<file path="src/rtl/progloader.sv">
// progloader: boot-time program loader.
//
// Receives a byte stream over a valid/ready handshake. The stream holds a
// 2-byte little-endian word count N, then N little-endian 32-bit words, then
// a 1-byte checksum (the XOR of all data bytes). Each word is written to
// instruction memory at byte address (word index * 4). The CPU datapath is
// held in reset (cpu_rst low) until the image has loaded and its checksum
// has matched.
//
// Ports:
//   clk       system clock, rising edge
//   rst       asynchronous active-low reset
//   start     single-cycle pulse; restarts loading from DONE or ERR
//   in_valid  in_data holds a valid byte
//   in_data   stream byte
//   in_ready  loader accepts a byte this cycle
//   memwe     instruction memory write strobe (WRITE state only)
//   memaddr   byte address of the word being written
//   memwdata  instruction word being written
//   cpu_rst   active-low datapath reset; high only in DONE
//   done      image loaded and verified
//   error     image rejected (oversize count or checksum mismatch)
module progloader #(
    parameter int DEPTH    = 256,
    parameter int ADDRSIZE = 16
) (
    input  logic                clk,
    input  logic                rst,
    input  logic                start,
    input  logic                in_valid,
    input  logic [7:0]          in_data,
    output logic                in_ready,
    output logic                memwe,
    output logic [ADDRSIZE-1:0] memaddr,
    output logic [31:0]         memwdata,
    output logic                cpu_rst,
    output logic                done,
    output logic                error
);

    typedef enum logic [2:0] {
        S_LEN0  = 3'd0,
        S_LEN1  = 3'd1,
        S_DATA  = 3'd2,
        S_WRITE = 3'd3,
        S_SUM   = 3'd4,
        S_DONE  = 3'd5,
        S_ERR   = 3'd6
    } state_t;

    // One extra bit so a 16-bit count can be compared against DEPTH = 65536.
    localparam logic [16:0] DEPTH_W = 17'(DEPTH);

    state_t                state_reg;
    state_t                state_next;

    logic [7:0]            count_lo_reg;
    logic [15:0]           count_reg;
    logic [15:0]           word_idx_reg;
    logic [1:0]            byte_cnt_reg;
    logic [31:0]           shift_reg;
    logic [7:0]            xor_reg;
    logic [ADDRSIZE-1:0]   memaddr_reg;
    logic [31:0]           memwdata_reg;

    logic                  accept;
    logic [15:0]           count_in;
    logic [31:0]           word_next;

    assign accept   = in_ready & in_valid;
    assign count_in = {in_data, count_lo_reg};

    // Shift assembler: new bytes enter at the top and move down, so after
    // four bytes the first one received sits in bits [7:0].
    for (genvar gi = 0; gi < 4; gi++) begin : g_lane
        if (gi == 3) begin : g_top
            assign word_next[gi*8 +: 8] = in_data;
        end else begin : g_low
            assign word_next[gi*8 +: 8] = shift_reg[(gi+1)*8 +: 8];
        end
    end

    // ------------------------------------------------------------------
    // State register
    // ------------------------------------------------------------------
    always_ff @(posedge clk or negedge rst) begin
        if (!rst) begin
            state_reg <= S_LEN0;
        end else begin
            state_reg <= state_next;
        end
    end

    // ------------------------------------------------------------------
    // Next-state logic
    // ------------------------------------------------------------------
    always_comb begin
        state_next = state_reg;
        case (state_reg)
            S_LEN0: begin
                if (accept) state_next = S_LEN1;
            end
            S_LEN1: begin
                if (accept) begin
                    if ({1'b0, count_in} > DEPTH_W) state_next = S_ERR;
                    else if (count_in == 16'd0)     state_next = S_SUM;
                    else                            state_next = S_DATA;
                end
            end
            S_DATA: begin
                if (accept && byte_cnt_reg == 2'd3) state_next = S_WRITE;
            end
            S_WRITE: begin
                // word_idx_reg still holds the index of the word being written.
                if (word_idx_reg + 16'd1 == count_reg) state_next = S_SUM;
                else                                   state_next = S_DATA;
            end
            S_SUM: begin
                if (accept) state_next = (in_data == xor_reg) ? S_DONE : S_ERR;
            end
            S_DONE, S_ERR: begin
                if (start) state_next = S_LEN0;
            end
            default: state_next = S_LEN0;
        endcase
    end

    // ------------------------------------------------------------------
    // Datapath registers
    // ------------------------------------------------------------------
    always_ff @(posedge clk or negedge rst) begin
        if (!rst) begin
            count_lo_reg <= '0;
            count_reg    <= '0;
            word_idx_reg <= '0;
            byte_cnt_reg <= '0;
            shift_reg    <= '0;
            xor_reg      <= '0;
            memaddr_reg  <= '0;
            memwdata_reg <= '0;
        end else begin
            case (state_reg)
                S_LEN0: begin
                    if (accept) count_lo_reg <= in_data;
                end
                S_LEN1: begin
                    if (accept) count_reg <= count_in;
                end
                S_DATA: begin
                    if (accept) begin
                        shift_reg    <= word_next;
                        byte_cnt_reg <= byte_cnt_reg + 2'd1;
                        xor_reg      <= xor_reg ^ in_data;
                        // Load the write port on the 4th byte so address and
                        // data are already stable throughout the WRITE cycle,
                        // and hold there afterwards.
                        if (byte_cnt_reg == 2'd3) begin
                            memaddr_reg  <= ADDRSIZE'({word_idx_reg, 2'b00});
                            memwdata_reg <= word_next;
                        end
                    end
                end
                S_WRITE: begin
                    word_idx_reg <= word_idx_reg + 16'd1;
                end
                S_DONE, S_ERR: begin
                    if (start) begin
                        word_idx_reg <= '0;
                        byte_cnt_reg <= '0;
                        xor_reg      <= '0;
                    end
                end
                default: begin
                end
            endcase
        end
    end

    // ------------------------------------------------------------------
    // Outputs: decoded from state or driven from registers only
    // ------------------------------------------------------------------
    always_comb begin
        // in_ready is gated by rst so it is low during reset even though the
        // reset state is LEN0.
        in_ready = 1'b0;
        memwe    = 1'b0;
        cpu_rst  = 1'b0;
        done     = 1'b0;
        error    = 1'b0;
        memaddr  = memaddr_reg;
        memwdata = memwdata_reg;
        case (state_reg)
            S_LEN0, S_LEN1, S_DATA, S_SUM: in_ready = rst;
            S_WRITE:                       memwe    = 1'b1;
            S_DONE: begin
                done    = 1'b1;
                cpu_rst = 1'b1;
            end
            S_ERR:                         error    = 1'b1;
            default: begin
            end
        endcase
    end

endmodule

</file>
<file path="config.mk">
export PLATFORM = sky130hd
export DESIGN_NAME = progloader
export DESIGN_NICKNAME = d
export VERILOG_FILES = /design/src/rtl/progloader.sv
export SDC_FILE = /design/constraint.sdc
export NUM_CORES = 1
export LEC_CHECK = 0
export CORE_MARGIN = 2
export CORE_UTILIZATION = 25
export CTS_BUF_LIST = sky130_fd_sc_hd__clkbuf_16
export DETAILED_ROUTE_END_ITERATION = 6
export PLACE_DENSITY_LB_ADDON = 0.05
export SKIP_CTS_REPAIR_TIMING = 1
export SYNTH_ARGS = -nofsm -noshare
export SYNTH_HDL_FRONTEND = slang
export SYNTH_SLANG_ARGS = --single-unit
</file>
<file path="constraint.sdc">
create_clock -name clk -period 2.61 [get_ports clk]
set_input_delay 0.261 -clock clk [delete_from_list [all_inputs] [get_ports clk]]
set_output_delay 0.261 -clock clk [all_outputs]
set_load 0.02 [all_outputs]
</file>
# [Word-level counts from Yosys, hierarchy flattened]
# Cells that the tools add are included.
[totals] register_bits=131 output_inout_bits=53 wordCells=65
[op_classes] add_sub_neg=2 n_lt_le_gt_ge=1 eq_ne=15 n_mux=22 bitwise=2 reduce_logical=14
[ops] operator="$pmux W16 S2" count=1
[ops] operator="$mux W3" count=8
[ops] operator="$pmux W3 S6" count=1
[ops] operator="$add A16 B1 Y16 const B" count=1
[ops] operator="$eq A16 B16 Y1" count=1
[ops] operator="$gt A16 B9 Y1 const B" count=1
[ops] operator="$logic_not A16 Y1" count=1
[ops] operator="$mux W16" count=1
[ops] operator="$mux W8" count=2
[ops] operator="$pmux W8 S2" count=1
[ops] operator="$ne A2 B2 Y1 const B" count=6
[ops] operator="$eq A3 B3 Y1 const B" count=3
[ops] operator="$eq A8 B8 Y1" count=1
[ops] operator="$reduce_and A2 Y1" count=4
[ops] operator="$xor A8 B8 Y8" count=1
[ops] operator="$eq A3 B2 Y1 const B" count=2
[ops] operator="$mux W2" count=3
[ops] operator="$reduce_and A3 Y1" count=2
[ops] operator="$reduce_and A5 Y1" count=1
[ops] operator="$mux W1" count=4
[ops] operator="$pmux W2 S2" count=1
[ops] operator="$reduce_bool A2 Y1" count=2
[ops] operator="$reduce_or A4 Y1" count=1
[ops] operator="$eq A3 B1 Y1 const B" count=1
[ops] operator="other kinds (6)" count=6

# [Depth between registers and ports, before layout]
# Gate-level depths: netlist of run 1.
[depth] depth_word=7 mapped_depth=8 ltp_nobuf=7

# [Worst setup path after synthesis of run 1]
# OpenSTA, ideal clock, no wires.
[synth_path] kind="register to register" start="register word_idx_reg[0]" end="register state_reg[1]" setup_time_ns=0.132 arrival_time_ns=1.840 required_time_ns=2.478 path_slack_ns=0.638 stages_incl_launch_ff=8 period_less_slack_ns=1.972 path_cell_list="dfrtp_1 ha_1 nand2_1 nor4_1 mux2i_1 nand4_1 nor4_2 o21ai_1"
[synth_via] elab_chain_len=4
[synth_lines] element="from (decl)" line_no="59" text="logic [15:0] word_idx_reg;"
[synth_lines] element="from (signal assigned)" line_no="164" text="word_idx_reg <= word_idx_reg + 16'd1;"
[synth_lines] element="$add A16 B1 Y16" line_no="115" text="if (word_idx_reg + 16'd1 == count_reg) state_next = S_SUM;"
[synth_lines] element="$eq A16 B16 Y1" line_no="115"
[synth_lines] element="$mux W3" line_no="115"
[synth_lines] element="$pmux W3 S6" line_no="99" text="case (state_reg)"
[synth_lines] element="to (signal assigned)" line_no="90" text="state_reg <= state_next;"
[synth_lines] element="to (decl)" line_no="54" text="state_t state_reg;"
# No other way between the ends.
# A chain may end at the register's enable or synchronous reset.

# [Worst setup path after layout of run 1]
[layout_path] start="register state_reg[2]" end="output memwe"
[layout_via] elab_chain_len=2
[layout_lines] element="$eq A3 B2 Y1" line_no="192" text="case (state_reg)"
[layout_lines] element="$mux W1" line_no="192"
[layout_lines] element="to (decl)" line_no="33" text="output logic memwe,"
# No other way between the ends.

==> results.py, run 1 <==
metrics = {
    "synthesis": {
        "synth_common_cells": "123 x dfrtp_1, 94 x nand2_1, 68 x mux2_2",
        "yosys-top-cells-area": "dfrtp_1 55%, mux2_2 14%, nand2_1 6.3%",
        "synth-main-ff-cell": "dfrtp_1",
        "synth-edff-count": 0,
        "ys_seq_area_share_pct": 54.80,
        "synth_most_common_cell": "dfrtp_1",
        "syn_inst": 502,
        "synth.largest_area_cell": "dfrtp_1",
        "synth_cell_types": 54,
        "synth_warnings": 0,
        "synth.top_cell.area_share_pct": 54.80,
        "netlist_area_sq_um": 5617,
        "syn_avg_cell_area_sq_um": 11.19,
        "synth-seq-cells": 123,
        "postSynth.asyncResetShare_pct": 100.0,
    },
    "clock_network": {
        "clkLatencyLatePin_ns": 0.41,
        "root_buffer": "clkbuf_16",
        "cts_inserted_buffers": 17,
        "cts_max_path_buffers": 2,
        "clkTransAtPathRegs_ns": 0.06,
        "cts_tree": "done",
        "htree_levels": 4,
        "clock-sinks": 123,
    },
    "power_and_ir_drop": {
        "leakage_nw": 3.210,
        "internal_power_mw": 5.392,
        "power_switching_mw": 2.700,
        "p_sw_share_pct": 33.37,
        "combPwrFrac_pct": 30.8,
        "clkPwrFrac_pct": 29.0,
        "vdd.ir_drop.worst_v": 0.0004282,
        "power_density_nw_per_um2": 1129,
        "seqPwrFrac_pct": 40.2,
    },
    "placement": {
        "pre_cts_slack_ns": 0.1903,
        "routabilityCongestion": 0.7672,
        "dp_cells": 835,
        "dp_hpwl_um": 9953,
        "place.port_buffers": 62,
        "placed_area_sq_um": 6565,
    },
    "floorplan": {
        "start_util_pct": 25.58,
        "die_w_um": 153.9,
        "row_count": 54,
        "io_pins": 65,
        "core-area_sq_um": 21960,
        "die_y_um": 153.9,
        "dieArea_sq_um": 23680,
    },
    "final_layout": {
        "num_antenna_cells": 0,
        "nNetsFinal": 589,
        "n_fill_cell": 2222,
        "multi_input_area_sq_um": 2359,
        "largest_reg_flops": 32,
        "stdcell_count": 868,
        "design_area_sq_um": 7166,
        "area_growth_pct": 27.58,
        "drive_above_1_share_pct": 21.43,
        "regArea_sq_um": 3078,
    },
    "worst_setup_path": {
        "critical_path_class": "flop to primary output",
        "worst-path-buf-inv": 3,
        "crit_slowest_cell": "clkdlybuf4s50_1",
        "crit_start": "state_reg[2]",
        "cpPeakStageDelay_ns": 0.61,
        "path_max_fanout": 10,
        "ff2ff_setup_slack_ns": 0.25,
        "cp_top_family": "buffers and inverters",
        "reg2reg_to": "state_reg[2]",
        "critPathLaunchType": "flop",
        "arrival_ns": 2.13,
        "crit_end": "memwe",
        "ff2ff_path_depth": 7,
        "worstPathCellList": "inv_1, nand3_1, clkinv_1, clkdlybuf4s50_1",
        "crit_cells": 4,
        "required_ns": 2.35,
        "endpoint_kind": "primary output",
        "r2r-start": "word_idx_reg[0]",
    },
    "timing": {
        "maxSlewHeadroom_pct": 53.42,
        "fin_crit_sh_pct": 91.44,
        "finalCriticalPeriod_ns": 2.387,
        "fin_ws_ns": 0.2234,
        "fin_skew_ns": 0.007634,
        "hold_viol_final": 0,
        "tightest_slew_ns": 0.6962,
        "report.final.setup_viol": 0,
        "rsz0062_at_grt": "no",
        "setup-tns-final_ns": 0,
        "fmax_mhz": 419.0,
        "hold_slack_ns": 0.3306,
        "drv_slew": 0,
    },
    "route": {
        "dr.pass1.iters": 4,
        "wl_per_cell_um": 16.94,
        "routed_wl_um": 14700,
        "vias": 3947,
        "drtAntennaViolNets": 0,
        "drt_iter0_drc": 218,
        "viasPerCell": 4.547,
        "drcViolationCount": 0,
    },
    "run_status": {
        "outcome": "complete, no violations",
    },
    "global_routing": {
        "antenna_found_initial": 1,
        "grt_pass1_vias": 3960,
        "track_usage_pct": 13.06,
        "grt_overflow_total": 0,
        "grt_pass1_wl_um": 23560,
        "grt_max_degree": 118,
    },
    "job": {
        "maxCapViolCount": 0,
    },
    "hold_path": {
        "min_path_type": "input pin to asynchronous set/reset pin",
    },
}
-- how the worst min path moves through the flow --
stage | endpoint | slack [ns] | cells after the start
2_1_floorplan | byte_cnt_reg[0] | -0.03 | 0
3_3_place_gp | xor_reg[3] | 0.11 | 1
3_5_place_dp | xor_reg[3] | 0.11 | 1
4_1_cts | xor_reg[3] | -0.34 | 1
5_1_grt | xor_reg[3] | 0.32 | 2
6_report | xor_reg[3] | 0.33 | 2
-- stage by stage --
stage / util [%] / power (mW)
3_5_place_dp: 29.90 / 5.818
4_1_cts: 32.56 / 8.224
6_report: 32.63 / 8.093
2_1_floorplan: - / 4.800
3_3_place_gp: 29.90 / 5.780
5_1_grt: 32.63 / 8.619
-- worst reg2reg max path: cells and delay by family (launching register included) --
family / cells / cell delay (ns)
and+or+nand+nor: 4 / 1.12
DFF: 1 / 0.46
AOI/OAI and AO/OA: 2 / 0.43
adders and majority gates: 1 / 0.29
-- cell type report --
cell class              count  share of cell area, %
clock buffers              17                  5.937
clock inverters            15                  2.218
inverters                   3                 0.1572
multi-input cells         348                  32.91
flip-flops and latches    123                  42.95
well taps                 280                  4.889
repair buffers             82                  10.93
-- routing by layer --
| layer | track usage, % | vias up | wire [um] |
|---|---|---|---|
| li1 | - | 1895 | - |
| met1 | 18.31 | 1965 | 7304 |
| met2 | 19.63 | 72 | 6831 |
| met3 | 3.805 | 13 | 428 |
| met4 | 3.783 | 2 | 122 |
| met5 | 0 | - | 13 |
-- cell families (layout without fill, tap and decap cells) --
group                    Yosys count  after routing  share of synthesized area [%]
flip-flops                       123            123                          54.80
adder cells (fa/ha/maj)            2              2                         0.4455
AND/OR/NAND/NOR                  169            169                          14.06
other                              1              2                        0.06677
multiplexers                      71             71                          14.21
AO/OA/AOI/OAI                     75             75                          7.953
XOR/XNOR                          29             29                          5.035
buffers and inverters             32            117                          3.430
-- power by group through the flow --
stage               Clock [mW]  Sequential (mW)  Combinational [mW]
floorplan                    0             3.31                1.49
global placement             0             3.28                2.50
detailed placement           0             3.30                2.52
CTS                       2.42             3.27                2.54
global route              2.51             3.37                2.74
finish                    2.34             3.26                2.49
-- cell usage in the layout, fill, tap and decap left out, types with 3 or more instances in the layout --
cell | netlist | final
mux2_2 | 68 | 68
xnor2_1 | 13 | 13
nor3_1 | 3 | 3
nand3_1 | 9 | 9
xor2_1 | 14 | 14
nor4_1 | 7 | 6
dfrtp_1 | 123 | 123
clkdlybuf4s50_1 | 0 | 61
buf_4 | 3 | 19
nand2_1 | 94 | 93
a31oi_1 | 4 | 4
bufinv_16 | 0 | 3
a21oi_1 | 10 | 10
inv_1 | 2 | 5
o21ai_0 | 40 | 40
o31ai_1 | 5 | 5
clkinv_1 | 1 | 4
or3_1 | 3 | 3
clkbuf_16 | 0 | 17
o41ai_1 | 4 | 4
nor2_1 | 29 | 29
nand4_1 | 4 | 4
Power figures use the tool's default switching activity.
==> run 2, diff against run 1 <==
SKIP_CTS_REPAIR_TIMING = not set   (was 1)
==> run 2 against run 1 <==
Net effect: wire length about the same; total power about the same; worst hold slack about the same; via count down 0.13%; critical path type unchanged; register-to-register slack hardly changed; final area unchanged.
==> results.py, run 2 (synthesized netlist as in run 1, its figures left out) <==
metrics = {
    "run_status": {
        "outcome": "complete, no violations",
    },
    "floorplan": {
        "dieArea_sq_um": 23680,
        "die_w_um": 153.9,
        "start_util_pct": 25.58,
        "row_count": 54,
        "die_y_um": 153.9,
        "io_pins": 65,
        "core-area_sq_um": 21960,
    },
    "global_routing": {
        "grt_pass1_wl_um": 23580,
        "track_usage_pct": 13.07,
        "grt_max_degree": 118,
        "grt_overflow_total": 0,
        "antenna_found_initial": 0,
        "grt_pass1_vias": 3966,
    },
    "power_and_ir_drop": {
        "seqPwrFrac_pct": 40.2,
        "power_density_nw_per_um2": 1129,
        "vdd.ir_drop.worst_v": 0.0004283,
        "combPwrFrac_pct": 30.8,
        "leakage_nw": 3.210,
        "power_switching_mw": 2.700,
        "p_sw_share_pct": 33.37,
        "power_mw": 8.093,
        "internal_power_mw": 5.392,
        "clkPwrFrac_pct": 29.0,
    },
    "final_layout": {
        "num_antenna_cells": 0,
        "final_cell_mix": "123 x dfrtp_1, 93 x nand2_1, 68 x mux2_2",
        "nNetsFinal": 589,
        "n_fill_cell": 2222,
        "largest_reg_flops": 32,
        "utilization_pct": 32.63,
        "drive_above_1_share_pct": 21.43,
        "area_growth_pct": 27.58,
        "final_common_cell": "dfrtp_1",
        "design_area_sq_um": 7166,
    },
    "timing": {
        "maxSlewHeadroom_pct": 53.42,
        "fmax_mhz": 418.7,
        "report.final.setup_viol": 0,
        "rsz0062_at_grt": "no",
        "finalCriticalPeriod_ns": 2.388,
        "hold_slack_ns": 0.3308,
        "setup-tns-final_ns": 0,
        "tightest_slew_ns": 0.6962,
        "fin_skew_ns": 0.007634,
        "fin_crit_sh_pct": 91.51,
        "hold_viol_final": 0,
        "drv_slew": 0,
    },
    "job": {
        "maxCapViolCount": 0,
    },
    "clock_network": {
        "htree_levels": 4,
        "cts_max_path_buffers": 2,
        "clkTransAtPathRegs_ns": 0.06,
        "cts_tree": "done",
        "clock-sinks": 123,
        "clkLatencyLatePin_ns": 0.41,
        "cts_inserted_buffers": 17,
        "root_buffer": "clkbuf_16",
    },
    "route": {
        "dr.pass1.iters": 4,
        "drcViolationCount": 0,
        "vias": 3942,
        "drt_iter0_drc": 215,
        "drtAntennaViolNets": 0,
        "viasPerCell": 4.541,
        "routed_wl_um": 14700,
        "wl_per_cell_um": 16.93,
    },
    "placement": {
        "place.port_buffers": 62,
        "dp_hpwl_um": 9953,
        "placed_area_sq_um": 6565,
        "routabilityCongestion": 0.7672,
    },
    "worst_setup_path": {
        "r2r-start": "word_idx_reg[0]",
        "required_ns": 2.35,
        "critical_path_class": "flop to primary output",
        "crit_start": "state_reg[2]",
        "path_max_fanout": 10,
        "critPathLaunchType": "flop",
        "endpoint_kind": "primary output",
        "arrival_ns": 2.13,
    },
    "hold_path": {
        "min_path_type": "input pin to asynchronous set/reset pin",
    },
}
[run 2: cell counts in the layout (fill, tap and decap cells not counted)]
Identical to the previous run, type by type.
[run 2: final timing paths]
| path | endpoint | slack (ns) | depth (start not counted) |
|---|---|---|---|
| worst max-delay path | memwe | 0.22 | 4 |
| worst min-delay path | xor_reg[3] | 0.33 | 2 |
| worst max register to register | state_reg[2] | 0.25 | 7 |
| worst min register to register | shift_reg[14] | 0.48 | 2 |
| max in group asynchronous | count_lo_reg[1] | 1.40 | 3 |
| min in group clk | shift_reg[14] | 0.48 | 2 |
[run 2: area by class of cell]
class	instances	area (sq um)	area share [%]
clock buffer	17	425.4	5.937
timing repair buffer	82	783.3	10.93
multi-input combinational	348	2359	32.91
inverter	3	11.26	0.1572
clock inverter	15	158.9	2.218
sequential	123	3078	42.95
tap	280	350.3	4.889
[run 2: power groups by stage]
stage	clock network (mW)	logic (mW)	registers [mW]
floorplan	0	1.49	3.31
global placement	0	2.50	3.28
detailed placement	0	2.52	3.30
CTS	2.42	2.54	3.27
global route	2.51	2.74	3.37
finish	2.34	2.49	3.26
[run 2: worst max-delay path: stages, from the launching register on]
cell             delay [ns]
dfrtp_1                0.57
inv_1                  0.19
nand3_1                0.14
clkinv_1               0.21
clkdlybuf4s50_1        0.61
[run 2: what timing repair did]
action | in CTS | in global routing
hold buffers | 1 | 0
gates resized for setup | 0 | 1
endpoints found under the setup margin | 0 | 2
setup buffers | 0 | 0
endpoints found under the hold margin | 6 | 0
[run 2: layer usage]
metal	up-vias	GRT usage, %	routed length (um)
li1	1894	-	-
met3	11	3.354	393
met5	-	0	0
met4	0	3.783	121
met1	1965	18.62	7356
met2	72	19.63	6828
[run 2: metrics by stage]
stage	worst slack (ns)	cells
final	0.2216	868
after global routing	0.08865	868
after CTS	0.1752	868
after detailed placement	0.1903	835
after global placement	0.3054	835
after floorplan	0.6380	503
==> run 3, diff against run 2 <==
TNS_END_PERCENT = 20   (was not set)
==> results of run 3 <==
The final DEF is identical to that of run 2; final timing and power are the same.
